==> config.mk <==
export PLATFORM = sky130hd
export DESIGN_NAME = sr_cmd_gen
export DESIGN_NICKNAME = d
export VERILOG_FILES = /design/src/rtl/sr_cmd_gen.sv
export SDC_FILE = /design/constraint.sdc
export NUM_CORES = 1
export LEC_CHECK = 0
export CAP_MARGIN = 20
export CORE_UTILIZATION = 54
export CTS_CLUSTER_DIAMETER = 30
export DETAILED_ROUTE_END_ITERATION = 12
export GPL_ROUTABILITY_DRIVEN = 0
export PLACE_DENSITY = 0.89
export SLEW_MARGIN = 15
export SYNTH_ARGS = -nofsm -noshare
export SYNTH_HDL_FRONTEND = slang
export SYNTH_SLANG_ARGS = --single-unit
==> constraint.sdc <==
create_clock -name clk -period 5.3 [get_ports clk]
set_clock_uncertainty 0.15 [all_clocks]
set_input_delay 0.53 -clock clk [delete_from_list [all_inputs] [get_ports clk]]
set_output_delay 0.53 -clock clk [all_outputs]
set_load 0.1 [all_outputs]
==> src/rtl/sr_cmd_gen.sv <==
// sr_cmd_gen: turns set/clear request pulses into the 2-bit sr code for the
// SR flip-flop. Each command is held for HOLD_CYC cycles and followed by a
// LOCKOUT-cycle gap of sr=00. Requests seen while busy are queued one deep per
// kind. When set and clear are both requested, one is issued and the other is
// discarded. The code 11 is never produced.
module sr_cmd_gen #(
    parameter int HOLD_CYC = 2,   // 1..15
    parameter int LOCKOUT  = 4,   // 0..15, 0 = no gap
    parameter int PRIO_CLR = 1    // 1 = clear wins a conflict, 0 = set wins
) (
    input  logic       clk,
    input  logic       rst,
    input  logic       set_req,
    input  logic       clr_req,
    output logic [1:0] sr,
    output logic       busy,
    output logic [7:0] cmd_cnt,
    output logic [7:0] conflict_cnt
);

    localparam logic [1:0] ST_IDLE  = 2'd0;
    localparam logic [1:0] ST_DRIVE = 2'd1;
    localparam logic [1:0] ST_LOCK  = 2'd2;

    localparam logic [1:0] SR_HOLD = 2'b00;
    localparam logic [1:0] SR_CLR  = 2'b01;
    localparam logic [1:0] SR_SET  = 2'b10;

    // Timers count down to zero; the state is left on the edge that sees zero.
    localparam logic [3:0] HOLD_LOAD = 4'(HOLD_CYC - 1);
    localparam logic [3:0] LOCK_LOAD = (LOCKOUT > 0) ? 4'(LOCKOUT - 1) : 4'd0;
    localparam bit         NO_LOCK   = (LOCKOUT == 0);
    localparam bit         CLR_WINS  = (PRIO_CLR != 0);

    logic [1:0] state_q, state_d;
    logic [3:0] timer_q, timer_d;
    logic [1:0] sr_q, sr_d;
    logic       busy_q, busy_d;
    logic       pend_set_q, pend_set_d;
    logic       pend_clr_q, pend_clr_d;
    logic [7:0] cmd_cnt_q, cmd_cnt_d;
    logic [7:0] conf_cnt_q, conf_cnt_d;

    logic eff_set;
    logic eff_clr;
    logic conflict;
    logic win_clr;
    logic decide;

    assign eff_set  = set_req | pend_set_q;
    assign eff_clr  = clr_req | pend_clr_q;
    assign conflict = eff_set & eff_clr;
    assign win_clr  = eff_clr & (~eff_set | CLR_WINS);

    // Edges where a new command may be issued: plain IDLE, and the last edge
    // of a busy period, so back-to-back commands leave no extra idle cycle.
    always_comb begin
        decide = 1'b0;
        case (state_q)
            ST_IDLE:  decide = 1'b1;
            ST_DRIVE: decide = (timer_q == 4'd0) && NO_LOCK;
            ST_LOCK:  decide = (timer_q == 4'd0);
            default:  decide = 1'b1;
        endcase
    end

    // Next-state logic: issue/arbitrate on decision edges, otherwise queue
    // requests and run the hold/lockout timers.
    always_comb begin
        state_d    = state_q;
        timer_d    = timer_q;
        sr_d       = sr_q;
        pend_set_d = pend_set_q;
        pend_clr_d = pend_clr_q;
        cmd_cnt_d  = cmd_cnt_q;
        conf_cnt_d = conf_cnt_q;
        if (decide) begin
            // Whatever was pending is consumed here: either issued or, for
            // the losing side of a conflict, discarded.
            pend_set_d = 1'b0;
            pend_clr_d = 1'b0;
            if (eff_set || eff_clr) begin
                state_d   = ST_DRIVE;
                timer_d   = HOLD_LOAD;
                sr_d      = win_clr ? SR_CLR : SR_SET;
                cmd_cnt_d = cmd_cnt_q + 8'd1;
                if (conflict && (conf_cnt_q != 8'hFF)) begin
                    conf_cnt_d = conf_cnt_q + 8'd1;
                end
            end else begin
                state_d = ST_IDLE;
                timer_d = 4'd0;
                sr_d    = SR_HOLD;
            end
        end else begin
            pend_set_d = pend_set_q | set_req;
            pend_clr_d = pend_clr_q | clr_req;
            if ((state_q == ST_DRIVE) && (timer_q == 4'd0)) begin
                state_d = ST_LOCK;
                timer_d = LOCK_LOAD;
                sr_d    = SR_HOLD;
            end else begin
                timer_d = timer_q - 4'd1;
            end
        end
        busy_d = (state_d != ST_IDLE);
    end

    // State registers; reset overrides everything including an active command.
    always_ff @(posedge clk) begin
        if (rst) begin
            state_q    <= ST_IDLE;
            timer_q    <= 4'd0;
            sr_q       <= SR_HOLD;
            busy_q     <= 1'b0;
            pend_set_q <= 1'b0;
            pend_clr_q <= 1'b0;
            cmd_cnt_q  <= 8'd0;
            conf_cnt_q <= 8'd0;
        end else begin
            state_q    <= state_d;
            timer_q    <= timer_d;
            sr_q       <= sr_d;
            busy_q     <= busy_d;
            pend_set_q <= pend_set_d;
            pend_clr_q <= pend_clr_d;
            cmd_cnt_q  <= cmd_cnt_d;
            conf_cnt_q <= conf_cnt_d;
        end
    end

    assign sr           = sr_q;
    assign busy         = busy_q;
    assign cmd_cnt      = cmd_cnt_q;
    assign conflict_cnt = conf_cnt_q;

endmodule

======== Word level (Yosys, flattened, before mapping) ========
Cells that the tools add are included.
operators by class
  $add $sub $neg .......................... 3
  equality and inequality tests ........... 3
  mux-type cells .......................... 11
  bitwise logic cells ..................... 3
  reduce and logical (&&, ||, !) cells .... 9
operator list
  kind                   count
  $add A8 B1 Y8 const B  2
  $mux W2                6
  $mux W4                2
  $ne A8 B8 Y1 const B   1
  $logic_not A4 Y1       1
  $reduce_bool A2 Y1     2
  $sub A4 B1 Y4 const B  1
  $reduce_and A3 Y1      1
  $eq A2 B1 Y1 const B   1
  $eq A2 B2 Y1 const B   1
  $logic_and A1 B1 Y1    2
  $mux W1                2
  $or A1 B1 Y1           2
  $pmux W1 S2            1
  $reduce_and A2 Y1      1
  $reduce_or A2 Y1       1
  $and A1 B1 Y1          1
  $logic_or A1 B1 Y1     1
word-level totals
  bits in registers ....................... 27
  bits of input ports ..................... 4
  output and inout bits ................... 19
  word-level logic and storage cells ...... 37

======== Longest topological paths before layout ========
Gate-level depths: netlist (run 1).
  depth in word-level cells ............... 5
  gate-level depth with buffers ........... 7
  depth with buffers taken out ............ 6

======== Worst setup path before layout (run 1) ========
No wires, ideal clock.
  path type ............................... register to register
  start point ............................. register conf_cnt_q[0], in the netlist conflict_cnt[0]
  end point ............................... register conf_cnt_q[5], in the netlist conflict_cnt[5]
  setup time .............................. 0.123 ns
  data arrival time ....................... 2.260 ns
  required time ........................... 5.027 ns
  setup slack ............................. 2.766 ns
  cell stages (with the launch flop) ...... 7
  path buffers ............................ 1
  period minus slack after synthesis ...... 2.534 ns
  cells stage by stage .................... dfxtp_1 -> ha_1 -> and3_1 -> a211o_1 -> buf_6 -> nor4_2 -> mux2_1
on the way
  word-level cells in the longest chain between the ends .. 3
  elaborated cells between the ends (all ways) .. 4
  classes of those cells .................. add/sub (1); eq/ne (1); reduce/logical (2)
RTL lines
  what                                                                   line  RTL
  from (decl)                                                            42    logic [7:0] conf_cnt_q, conf_cnt_d;
  from (signal assigned)                                                 128   conf_cnt_q <= conf_cnt_d;
  parallel branches: the longest is 3 deep, another holds $add A8 B1 Y8  -
Several ways; the timed one is not identified.
A chain may end at the register's enable or synchronous reset.

======== Final worst setup path (run 1) ========
  start point ............................. register conf_cnt_q[2], in the netlist conflict_cnt[2]
  end point ............................... output port conflict_cnt[2]
RTL lines
  what       line  RTL
  to (decl)  18    output logic [7:0] conflict_cnt
No word-level cell between the ends.

==> flow_summary.yaml, run 1 <==
min_path:
  hold_path_class: "reg2reg"
drt:
  via_count: 1122
  antenna_left: 0
  drc: 0
  drtIter0Drc: 36
  drtPass1Iterations: 4
  totalWireLength_um: 2592
  via_per_inst: 5.937
  avgRoutedWirePerCell_um: 13.71
grt:
  grt-ovfl-total: 0
  grt_usage: 0.2352
  first_global_vias: 1006
  grt_antenna_before_repair: 0
  grt_max_degree: 30
  grt_pass1_wl_um: 4519
floorplan:
  io_pins: 23
  fp.dieH_um: 50.38
  die_w_um: 50.38
  core.rowCount: 17
  core-area_um2: 2212
  initial_core_util: 0.5713
  die_area_um2: 2538
pwr:
  ir_drop_mv: 0.2722
  p_leak_nw: 0.5169
  power_switching_mw: 0.2258
  p_int_mw: 0.3066
  pwr-share-clk: 0.171
  power_mw: 0.5324
  switching_share: 0.4242
  p_per_area_nw_per_um2: 352.2
  p_comb_frac: 0.373
  seqPwrFrac: 0.456
cells_and_area:
  stdcell_count: 189
  n_antenna_cell: 0
  drive_above_1_share: 0.06832
  fillers: 187
  final_core_utilization: 0.6833
  nets: 169
  syn2layout_area_growth_pct: 19.60
  final_common_cell: "dfxtp_1"
  layout_common_cells: "27 x dfxtp_1, 22 x clkdlybuf4s50_1, 18 x a21oi_1, 8 x inv_1, 8 x nor2_1"
placed_design:
  dpl.cell_count: 185
  io_buffers: 22
  dp_hpwl_um: 1801
yosys:
  synth_nets: 148
  ys.flop_type: "dfxtp_1"
  synth.distinct_cells: 37
  syn_inst: 141
  synth-seq-cells: 27
  yosysWarningCount: 0
  async_flop_share: 0
  syn_area_um2: 1264
  synth_area_per_cell_um2: 8.962
  synth_edf_count: 0
  seq_area_frac_synth: 0.4277
critical_path:
  crit_path_max_incr_delay_ps: 1180
  cp.arrival_ps: 1990
  slowest_stage: "clkdlybuf4s50_1"
  crit_chain: "clkdlybuf4s50_1"
  path_buf_inv: 1
  path_delay_family: "buffers and inverters"
  endpoint_kind: "output pin"
  critPathMaxFanout: 8
  start_kind: "flop"
  worstPathRequired_ps: 4620
  worstSetupPathType: "reg2out"
sta:
  min_period_over_period: 0.5038
  fmax_mhz: 374.5
  fin_crit_ps: 2670
  setup_tns_ps: 0
  worst_slew_pin_slew_ps: 989.0
  finalSetupViolations: 0
  drv_slew: 0
  rsz0062_at_grt: "no"
  holdWs_ps: 315.0
  max_slew_margin: 0.3386
  hold_violations: 0
run:
  max-cap-violations: 0
cts:
  clockBufferDepth: 2
  clk_pin_slew_ps: 150
  cts_resized: 0
  htreeDepth: 1
  cts_root_buffer: "clkbuf_4"
  postCtsSetupRepairBufs: 0
  clock_latency_ps: 330
  cts_tree: "done"
  cts_buffers: 3
  ctsHoldBuffers: 0
  cts_num_sinks: 27
run_status:
  status: "completed"
[final timing paths]
| kind | from | slack, ps | cells past startpoint | end |
|---|---|---|---|---|
| max | conflict_cnt[2] | 2630 | 1 | conflict_cnt[2] |
| min reg2reg | sr[0] | 320 | 2 | sr[0] |
| max reg2reg | timer_q[0] | 3050 | 6 | cmd_cnt[7] |
| min | sr[0] | 320 | 2 | sr[0] |
[synthesized netlist by cell type (2+ instances only)]
library cell,n,area [um^2]
o21ai_0,7,35.03
nand2b_1,2,12.51
clkbuf_1,3,11.26
ha_1,3,37.54
o31ai_1,6,45.04
or3_1,5,31.28
nor2b_1,4,25.02
and3_1,2,12.51
nor3_1,4,20.02
o32ai_1,2,17.52
nand3_1,6,30.03
a21oi_1,18,90.09
nand2_1,7,26.28
inv_1,8,30.03
or4_1,6,45.04
xnor2_1,2,17.52
nor2_1,8,30.03
and4_1,2,17.52
dfxtp_1,27,540.5
nand4_1,2,12.51
[state kept, by name (all words and copies together), names as in the netlist]
register and count:
cmd_cnt 8, conflict_cnt 8, timer_q 4, sr 2, state_q 2, busy 1
pend_clr_q 1, pend_set_q 1
[power groups by stage]
stage	Sequential [mW]	Clock [mW]	Combinational [mW]
floorplan	0.318	0	0.0875
global placement	0.246	0	0.192
detailed placement	0.247	0	0.197
CTS	0.243	0.0922	0.198
global route	0.246	0.103	0.213
finish	0.243	0.0910	0.198
[cell families after synthesis]
logic type	Yosys count	share of synthesized area
AND/OR/NAND/NOR	53	0.2574
AO/OA/AOI/OAI	39	0.1921
flip-flops	27	0.4277
buffers and inverters	14	0.05148
XOR/XNOR	3	0.02080
adder cells (fa/ha/maj)	3	0.02971
multiplexers	2	0.02079
[layout make-up]
cell class / instances / area (um^2) / area share
well taps: 28 / 35.03 / 0.02318
clock inverters: 1 / 5.005 / 0.003311
multi-input cells: 100 / 658.1 / 0.4354
flip-flops and latches: 27 / 540.5 / 0.3576
inverters: 8 / 30.03 / 0.01987
clock buffers: 3 / 22.52 / 0.01490
repair buffers: 22 / 220.2 / 0.1457
[through the flow]
| step | instance area, um^2 | worst slack (ps) |
|---|---|---|
| finish | 1511 | 2630 |
| floorplan | 1264 | 2766 |
| CTS | 1511 | 2626 |
| detailed placement | 1484 | 2773 |
| global placement | 1484 | 2840 |
| global route | 1511 | 2537 |
[metal layers]
layer | GRT usage | vias up | part of all wire
li1 | - | 560 | -
met1 | 0.2900 | 528 | 0.45
met2 | 0.4000 | 32 | 0.50
met3 | 0.06667 | 2 | 0.044
met4 | 0.06019 | 0 | 0.0066
met5 | 0 | - | 0
Power figures use the tool's default switching activity.
==> run 2, diff against run 1 <==
--- a/config.mk
+++ b/config.mk
@@ -6,11 +6,11 @@
 export NUM_CORES = 1
 export LEC_CHECK = 0
 export CAP_MARGIN = 20
-export CORE_UTILIZATION = 54
+export CORE_UTILIZATION = 46
 export CTS_CLUSTER_DIAMETER = 30
 export DETAILED_ROUTE_END_ITERATION = 12
 export GPL_ROUTABILITY_DRIVEN = 0
-export PLACE_DENSITY = 0.89
+export PLACE_DENSITY = 0.81
 export SLEW_MARGIN = 15
 export SYNTH_ARGS = -nofsm -noshare
 export SYNTH_HDL_FRONTEND = slang
==> constraint.sdc (replaced) <==
create_clock -name clk -period 2.29 [get_ports clk]
set_clock_uncertainty 0.15 [all_clocks]
set_input_delay 0.229 -clock clk [delete_from_list [all_inputs] [get_ports clk]]
set_output_delay 0.229 -clock clk [all_outputs]
set_load 0.1 [all_outputs]
==> flow_summary.yaml, run 2 (same netlist as run 1, synthesis figures left out) <==
critical_path:
  rr_worst_depth: 5
  endpoint_kind: "flop"
  critPathMaxFanout: 15
  worstPathRequired_ps: 2410
  start_kind: "flop"
  timing.rr.end: "conflict_cnt[3]"
  path_delay_family: "simple AND/OR/NAND/NOR gates"
  regToRegStartpoint: "conflict_cnt[0]"
  cp.arrival_ps: 2260
  rrSetupSlack_ps: 150
  crit_path_max_incr_delay_ps: 520
  worstSetupPathType: "reg2reg"
  crit_chain: "ha_1, and3_1, a211o_1, or4_1, a21oi_1"
  path_buf_inv: 0
  slowest_stage: "or4_1"
grt:
  grt-ovfl-total: 0
  grt_antenna_before_repair: 0
  grt_pass1_wl_um: 4409
  grt_max_degree: 19
  grt_usage: 0.2064
  first_global_vias: 1017
pwr:
  p_per_area_nw_per_um2: 824.0
  ir_drop_mv: 0.7397
  power_mw: 1.234
  p_leak_nw: 0.5710
drt:
  route.met3.wl_um: 125
  via_per_inst: 5.908
  antenna_left: 0
  drtPass1Iterations: 4
  via_count: 1152
  wl_met1_um: 1155
  dr_wl_met2_um: 1332
  drc: 0
  avgRoutedWirePerCell_um: 13.47
  highest_layer: "met4"
  totalWireLength_um: 2626
  drtIter0Drc: 23
sta:
  rsz0062_at_grt: "no"
  hold_violations: 0
  fin_crit_ps: 2138
  setup_tns_ps: 0
  finalSetupViolations: 0
  drv_slew: 0
  worst_slew_pin_slew_ps: 662.0
  min_period_over_period: 0.9337
  fmax_mhz: 467.7
  max_slew_margin: 0.5586
floorplan:
  io_pins: 23
  core.rowCount: 18
  die_area_um2: 2961
  fp.dieH_um: 54.42
  die_w_um: 54.42
  initial_core_util: 0.4966
  core-area_um2: 2545
placed_design:
  dpl.cell_count: 191
  placed_area_um2: 1471
  dp_hpwl_um: 1930
  io_buffers: 22
min_path:
  hold_path_class: "reg2reg"
  holdCritStartpoint: "sr[1]"
  hold_depth: 2
  min_to: "sr[1]"
run_status:
  status: "completed"
cts:
  cts_num_sinks: 27
  cts_tree: "done"
  clk_pin_slew_ps: 140
  cts_root_buffer: "clkbuf_4"
  ctsHoldBuffers: 0
  htreeDepth: 1
  cts_buffers: 3
  cts_resized: 0
  clockBufferDepth: 2
  postCtsSetupRepairBufs: 0
  clock_latency_ps: 320
cells_and_area:
  final_common_cell: "dfxtp_1"
  syn2layout_area_growth_pct: 18.52
  nets: 173
  n_antenna_cell: 0
  postLayoutCellArea_um2: 1498
  stdcell_count: 195
  layout_common_cells: "25 x dfxtp_1, 23 x buf_4, 18 x a21oi_1, 8 x inv_1, 8 x nor2_1"
  fillers: 233
  drive_above_1_share: 0.2121
run:
  max-cap-violations: 0
## run 2: changes by cell type in the layout (fill, tap and decap cells not counted), sizes merged
cell | before | now
buf | 0 | 23
clkbuf | 3 | 4
clkdlybuf4s50 | 22 | 3
clkinv | 1 | 0
## run 2: worst reg2reg max path, stage by stage, from the launching register on
cell and delay, ps:
dfxtp_2 370, ha_1 250, and3_1 200, a211o_1 450
or4_1 520, a21oi_1 150
## run 2: per-layer routing
layer  vias up  GRT usage
li1        574          -
met1       546     0.2517
met2        30     0.3455
met3         2    0.06111
met4         0    0.06410
met5         -          0
## run 2: how the worst max path moves through the flow
| stage | slack [ps] | cells past startpoint | startpoint | endpoint |
|---|---|---|---|---|
| floorplan | 10 | 5 | conflict_cnt[6] | conflict_cnt[5] |
| global placement | 170 | 5 | clr_req | cmd_cnt[5] |
| detailed placement | 150 | 5 | clr_req | cmd_cnt[5] |
| CTS | 150 | 5 | conflict_cnt[0] | conflict_cnt[6] |
| global route | 20 | 5 | conflict_cnt[0] | conflict_cnt[3] |
| finish | 150 | 5 | conflict_cnt[0] | conflict_cnt[3] |
## run 2: final cells by class
cell class / instances / area (um^2) / share of cell area
Multi-Input combinational cell: 100 / 658.1 / 0.4394
Clock buffer: 4 / 26.28 / 0.01754
Tap cell: 30 / 37.54 / 0.02506
Inverter: 8 / 30.03 / 0.02005
Sequential cell: 27 / 543.0 / 0.3626
Timing Repair Buffer: 26 / 202.7 / 0.1353
## run 2: stage by stage
| step | hold slack [ps] | util | setup WS [ps] |
|---|---|---|---|
| 2_1_floorplan | 259.1 | - | 10.03 |
| 4_1_cts | 326.2 | 0.5885 | 150.1 |
| 5_1_grt | 342.1 | 0.5885 | 18.16 |
| 6_report | 323.9 | 0.5885 | 151.9 |
| 3_5_place_dp | 307.4 | 0.5782 | 145.9 |
| 3_3_place_gp | 295.9 | 0.5782 | 166.3 |
## run 2: power breakdown
part	switching, mW	total, mW	internal (mW)
clock	0.140	0.209	0.0683
combinational	0.332	0.462	0.131
sequential	0.0474	0.563	0.516
